==> config.mk <==
export PLATFORM = sky130hd
export DESIGN_NAME = mem_port_arbiter
export DESIGN_NICKNAME = d
export VERILOG_FILES = /design/src/rtl/mem_port_arbiter.sv
export SDC_FILE = /design/constraint.sdc
export NUM_CORES = 1
export LEC_CHECK = 0
export BUFFER_PORTS_ARGS = -buffer_cell sky130_fd_sc_hd__buf_4
export CAP_MARGIN = 15
export CELL_PAD_IN_SITES_DETAIL_PLACEMENT = 0
export CELL_PAD_IN_SITES_GLOBAL_PLACEMENT = 1
export CORE_MARGIN = 1
export CORE_UTILIZATION = 29
export DETAILED_ROUTE_END_ITERATION = 16
export PLACE_DENSITY = 0.84
export SLEW_MARGIN = 20
export SYNTH_ARGS = -nofsm -noshare
export SYNTH_HDL_FRONTEND = slang
export SYNTH_SLANG_ARGS = --single-unit
==> constraint.sdc <==
create_clock -name clk -period 2.3 [get_ports clk]
set_input_delay 0.46 -clock clk [delete_from_list [all_inputs] [get_ports clk]]
set_output_delay 0.46 -clock clk [all_outputs]
set_load 0.02 [all_outputs]
==> src/rtl/mem_port_arbiter.sv <==
// mem_port_arbiter
// Shares one write port and one read port of a small register memory between
// two requesters. At most one transaction (read or write) is granted per
// cycle. Arbitration is round-robin. A requester may hold the grant across
// an atomic sequence with req_lock. The lock is force-released after
// MAX_LOCK consecutive accepted transactions so the other side cannot starve.
module mem_port_arbiter #(
    parameter int DATA_W   = 16,
    parameter int ADDR_W   = 3,
    parameter int MAX_LOCK = 4
) (
    input  logic                  clk,
    input  logic                  rst,
    input  logic [1:0]            req_valid,
    output logic [1:0]            req_ready,
    input  logic [1:0]            req_we,
    input  logic [1:0]            req_lock,
    input  logic [2*ADDR_W-1:0]   req_addr,
    input  logic [2*DATA_W-1:0]   req_wdata,
    output logic [1:0]            rsp_valid,
    output logic [2*DATA_W-1:0]   rsp_data,
    output logic                  w_en,
    output logic [ADDR_W-1:0]     w_addr,
    output logic [DATA_W-1:0]     w_data,
    output logic [ADDR_W-1:0]     r_addr,
    input  logic [DATA_W-1:0]     r_data
);

    localparam logic [1:0] ST_IDLE  = 2'd0;
    localparam logic [1:0] ST_LOCK0 = 2'd1;
    localparam logic [1:0] ST_LOCK1 = 2'd2;

    // lock_cnt counts transactions already done under the current lock.
    // Once it reaches MAX_LOCK-1, the next accept is the last one allowed,
    // so the owner gets at most MAX_LOCK grants in a row.
    localparam logic [3:0] LOCK_LAST    = 4'(MAX_LOCK - 1);
    localparam bit         LOCK_ALLOWED = (MAX_LOCK > 1);

    logic [1:0]        state;
    logic              prio;
    logic [3:0]        lock_cnt;
    logic [1:0]        grant;
    logic              acc;
    logic              sel;
    logic              acc_we;
    logic              acc_lock;
    logic [ADDR_W-1:0] acc_addr;
    logic [DATA_W-1:0] acc_wdata;

    // Combinational grant: round-robin when idle, owner-only when locked
    always_comb begin
        grant = 2'b00;
        if (!rst) begin
            case (state)
                ST_IDLE: begin
                    if (req_valid == 2'b11) begin
                        grant = prio ? 2'b10 : 2'b01;
                    end else begin
                        grant = req_valid;
                    end
                end
                ST_LOCK0: grant = {1'b0, req_valid[0]};
                ST_LOCK1: grant = {req_valid[1], 1'b0};
                default:  grant = 2'b00;
            endcase
        end
    end

    assign req_ready = grant;
    assign acc       = |grant;
    assign sel       = grant[1];
    assign acc_we    = req_we[sel];
    assign acc_lock  = req_lock[sel];
    assign acc_addr  = sel ? req_addr[ADDR_W +: ADDR_W]  : req_addr[0 +: ADDR_W];
    assign acc_wdata = sel ? req_wdata[DATA_W +: DATA_W] : req_wdata[0 +: DATA_W];

    // Memory port drive: zero on every field that is not in use this cycle
    always_comb begin
        w_en   = acc & acc_we;
        w_addr = '0;
        w_data = '0;
        r_addr = '0;
        if (acc && acc_we) begin
            w_addr = acc_addr;
            w_data = acc_wdata;
        end
        if (acc && !acc_we) begin
            r_addr = acc_addr;
        end
    end

    // Arbitration state: lock ownership, lock count and round-robin pointer
    always_ff @(posedge clk) begin
        if (rst) begin
            state    <= ST_IDLE;
            prio     <= 1'b0;
            lock_cnt <= 4'd0;
        end else if (acc) begin
            if (state == ST_IDLE) begin
                if (acc_lock && LOCK_ALLOWED) begin
                    state    <= sel ? ST_LOCK1 : ST_LOCK0;
                    lock_cnt <= 4'd1;
                end else begin
                    prio <= ~sel;
                end
            end else begin
                if (acc_lock && (lock_cnt < LOCK_LAST)) begin
                    lock_cnt <= lock_cnt + 4'd1;
                end else begin
                    state    <= ST_IDLE;
                    prio     <= ~sel;
                    lock_cnt <= 4'd0;
                end
            end
        end
    end

    // Read response capture: one-cycle pulse, data held until the next read
    always_ff @(posedge clk) begin
        if (rst) begin
            rsp_valid <= 2'b00;
            rsp_data  <= '0;
        end else begin
            rsp_valid <= 2'b00;
            if (acc && !acc_we) begin
                rsp_valid <= grant;
                if (sel) begin
                    rsp_data[DATA_W +: DATA_W] <= r_data;
                end else begin
                    rsp_data[0 +: DATA_W] <= r_data;
                end
            end
        end
    end

endmodule

After elaboration in Yosys (flattened, before gate mapping)
Index checks and enable logic that the tools add are counted.

storage, ports and cells
  register bits = 41
  bits of input ports = 62
  output and inout port bits = 59

operators by class
  $add $sub $neg = 1
  $lt $le $gt $ge = 2
  equal/unequal tests = 6
  mux-type cells = 23
  bitwise operators = 3
  reductions and logical operators = 12

operators with widths
  operator                                             number
  two-way mux 16 bit                                   2
  two-way mux 2 bit                                    7
  two-way mux 4 bit                                    3
  two-way mux 3 bit                                    3
  two-way mux 1 bit                                    7
  != test 2 bit (second input constant)                3
  case mux 2 bit (3 select lines)                      1
  AND reduction 2 bit                                  3
  AND reduction 3 bit                                  2
  adder 4 x 1 -> 4 bit (second input constant)         1
  == test 2 bit (second input constant)                2
  < comparator 4 x 2 -> 1 bit (second input constant)  1
  OR reduction 2 bit                                   2
  logical AND 1 bit                                    3
  == test 2 x 1 -> 1 bit (second input constant)       1
  zero test 2 bit                                      1
  < comparator 1 x 2 -> 1 bit (second input constant)  1
  NOT 1 bit                                            2
  bitwise AND 1 bit                                    1
  zero test 1 bit                                      1

Logic depth before layout (Yosys ltp)
  depth after elaboration = 10
  gate-level depth with buffers = 7
  gate-level depth less buffers = 5

Worst setup path before layout
OpenSTA, ideal clock, no wires.

  path kind = input to output
  start point = input rst
  end point = output w_addr[0]
  arrival time = 1.713 ns
  data required time = 1.840 ns
  path slack = 0.127 ns
  stages on the path = 6
  path buffers = 2
  path through = buf_6 or3b_4 nor3_1 o21ai_1 buf_2 a21oi_1

on the way
  cells in the longest elaborated chain, start to end = 5

ends and longest elaborated chain
  item                                                   line  RTL
  start, declared                                        13    input logic rst,
  two-way mux 2 bit (*)                                  53    if (!rst) begin
  two-way mux 1 bit (not written as such) (2 in series)  72    assign acc_we = req_we[sel];
  logical AND 1 bit                                      83    if (acc && acc_we) begin
  two-way mux 3 bit (*)                                  83
  end, declared                                          23    output logic [ADDR_W-1:0] w_addr,

Every way passes the cells marked *; elsewhere a longest branch is shown, timed or not. The select of a mux whose other input is x is not followed.

Worst setup path in the final report
  start point = register prio
  end point = output w_data[5]

on the way
  cells in the longest elaborated chain, start to end = 8

ends and longest elaborated chain
  item                                                   line  RTL
  start, declared                                        40    logic prio;
  start signal, assigned                                 104   prio <= ~sel;
  start signal, assigned                                 111   prio <= ~sel;
  two-way mux 2 bit (*)                                  57    grant = prio ? 2'b10 : 2'b01;
  two-way mux 2 bit (*)                                  56    if (req_valid == 2'b11) begin
  case mux 2 bit (3 select lines) (*)                    54    case (state)
  two-way mux 2 bit (*)                                  53
  two-way mux 1 bit (not written as such) (2 in series)  72
  logical AND 1 bit                                      83
  two-way mux 16 bit (*)                                 83
  end, declared                                          24    output logic [DATA_W-1:0] w_data,

Marks and branches as above.

==> metrics <==
status finished, final reports clean; prevailing post-synth register cell dfxtp_1; synthesized cell area between 2000 and 2500 um2; root buffer cell clkbuf_8; slew of the pin with the lowest slew margin approximately 580 ps; GRT overflow 0; Worst setup EP type output pin; top-level port count about 120; number of flops mapped to enable cells by yosys 0; max-cap violations 0; Wirelength per Cell ~13 um; # fillers 650; LEAKAGE 1.41 nW; vias post-DR around 2100; P&R area growth vs syn 56.6%; dpl ws between 100 and 150 ps; most area-hungry cell type in the Yosys netlist dfxtp_1; global routing usage on met2 between 20% and 30%; net count after synthesis 314; starting density of the core between 30% and 40%; final wirelength a little under 6000 um; first-pass GRT wire length a little over 9000 um; Pre-antenna DRT Iters 4; hold slack between 400 and 500 ps; Final Max Tran Viols 0; VDD IR max 368 uV; flops & latches, synth 41; Finished Layout Cells around 450; layout cells sized above 1 between 40% and 50%; Gate Count Post-Synth between 200 and 300; DP HPWL roughly 4400 um; most frequent cell after synthesis nand2_1; Register Area 830 um2; DR DRC count 0; R2R Setup Slk around 540 ps; r2r startpoint state[1]; max_slew headroom about three fifths; Hold Path Depth 3; Netlist cell types 39; port bufs 120; placed cells around 440; worst path required time around 1800 ps; CTS buffer count 5; CP max FO 20; fin crit share between 90% and 100%; Overall Global Routing Usage about 16%; Via density about 4.8; largest net degree at the start of global routing 31; synth cell count leaders 72 x nand2_1, 41 x dfxtp_1, 37 x a21oi_1; clk_lat worst skew 290 ps; Seq/Total Area, Yosys about two fifths; Finish-stage setup viols 0; H-tree depth 2; asr flop ratio synth 0%; FMAX approximately 0.45 GHz; Power Total roughly 1.6 mW; vias in the first global route 1930; Layout Cell Area excl Fill 3140 um2; most crowded layer after global routing met2; GPL Wtd Cong 0.812; CTS tree yes; Post-Syn Area per Cell around 8 um2; Final ANT Viol Nets 0; Worst Hold Class input port to flop; Final Worst Setup Slack slightly below 60 ps; Reg clk slew, reported paths ~90 ps; Worst EP arrival 1780 ps; GR met1 Demand/Resource 19.9%; RSZ-0062 raised after global routing true; top cell type's share of synthesized area roughly 41%; chip height between 80 and 90 um; worst min-delay path startpoint r_data[12]; synth warn 0; core box area approximately 6500 um2; Hold Violations, Final 0; # nets final about 430; # rows 29; n_diodes 0; FF-to-FF End rsp_data[10]; # hold bufs at CTS 0; drt first-iter violations a little over 60; PD cells 504 nW/um2; area of the multi-input gates roughly 1100 um2; WHS Endpoint rsp_data[12]; crit start category flop; Critical Setup Path Class flop to output pin; clock skew 12.4 ps; number of antenna violations at the first check in global routing 0; M3 GR Usage under 10%; Die Area between 7000 and 8000 um2; total clock sinks 41; Clock Path Buffers 2; Synth area leaders dfxtp_1 41%, nand2_1 13%, a21oi_1 9.2%; Period minus WS final approximately 2200 ps; Die X around 85 um; placed cell area between 2000 and 3000 um2; R2R cell count 5
cell families (layout without fill, tap and decap cells):
| kind of cell | Yosys count | in the layout | synth area share, % |
|---|---|---|---|
| AND/OR/NAND/NOR | 112 | 112 | 25.4 |
| AO/OA/AOI/OAI | 57 | 57 | 18.5 |
| flip-flops | 41 | 41 | 40.9 |
| buffers and inverters | 23 | 144 | 5.93 |
| multiplexers | 17 | 17 | 8.55 |
| adder cells (fa/ha/maj) | 1 | 1 | 0.624 |
layout make-up:
type,instances,area share (%)
Timing Repair Buffer,129,31.6
Inverter,7,0.917
Sequential cell,41,26.4
Clock inverter,3,0.558
Clock buffer,5,2.19
Multi-Input combinational cell,187,35.2
Tap cell,77,3.07
flip-flops by register name (all words and copies together), names as in the netlist:
signal	flops
lock_cnt	4
prio	1
rsp_data	32
rsp_valid	2
state	2
layout by cell type, fill, tap and decap left out, drive strengths merged:
master / count
dfxtp: 41
nand2b: 2
a2111oi: 1
a21o: 1
mux2i: 16
a211oi: 1
mux2: 1
clkbuf: 5
a311oi: 2
clkinv: 2
nor2: 19
a21oi: 38
nand3: 3
a21boi: 1
nand2: 73
ha: 1
o21a: 1
buf: 129
o21ai: 4
o2111ai: 2
nor4: 2
inv: 7
o41a: 1
nor3: 5
clkinvlp: 1
a22o: 3
nor2b: 2
a31oi: 2
or3b: 2
nor3b: 4
through the flow:
| stage | setup TNS [ps] | utilization [%] |
|---|---|---|
| finish | 0 | 48.3 |
| global route | -115 | 48.3 |
| CTS | 0 | 47.5 |
| detailed placement | 0 | 46.0 |
| global placement | 0 | 46.0 |
| floorplan | 0 | - |
report_power, final:
part	internal [mW]	switching [mW]
combinational	0.185	0.196
clock	0.209	0.244
sequential	0.731	0.0167
total	1.12	0.456
worst max-delay path, cell delays in order (launching register included):
cell,delay (ps)
dfxtp_4,380
or3b_4,430
a21boi_2,160
o21ai_2,80
buf_12,170
a21oi_1,120
buf_4,160
worst max-delay path by stage:
| stage | slack [ps] | to | from | depth (start not counted) |
|---|---|---|---|---|
| floorplan | 130 | w_addr[0] | rst | 6 |
| global placement | 130 | w_addr[2] | rst | 7 |
| detailed placement | 120 | w_data[10] | rst | 7 |
| CTS | 3 | w_data[10] | state[0] | 6 |
| global route | -30 | w_data[0] | prio | 6 |
| finish | 60 | w_data[5] | prio | 6 |
routing by layer:
| layer | part of all wire (%) | vias to the layer above |
|---|---|---|
| li1 | - | 1088 |
| met1 | 44 | 978 |
| met2 | 50 | 64 |
| met3 | 5.3 | 7 |
| met4 | 0.96 | 0 |
| met5 | 0 | - |
repair_timing:
item,CTS,global route
setup endpoints to repair,19,19
gates resized for setup,5,14
pin swaps,0,1
setup buffers,0,0
Power figures use the tool's default switching activity.
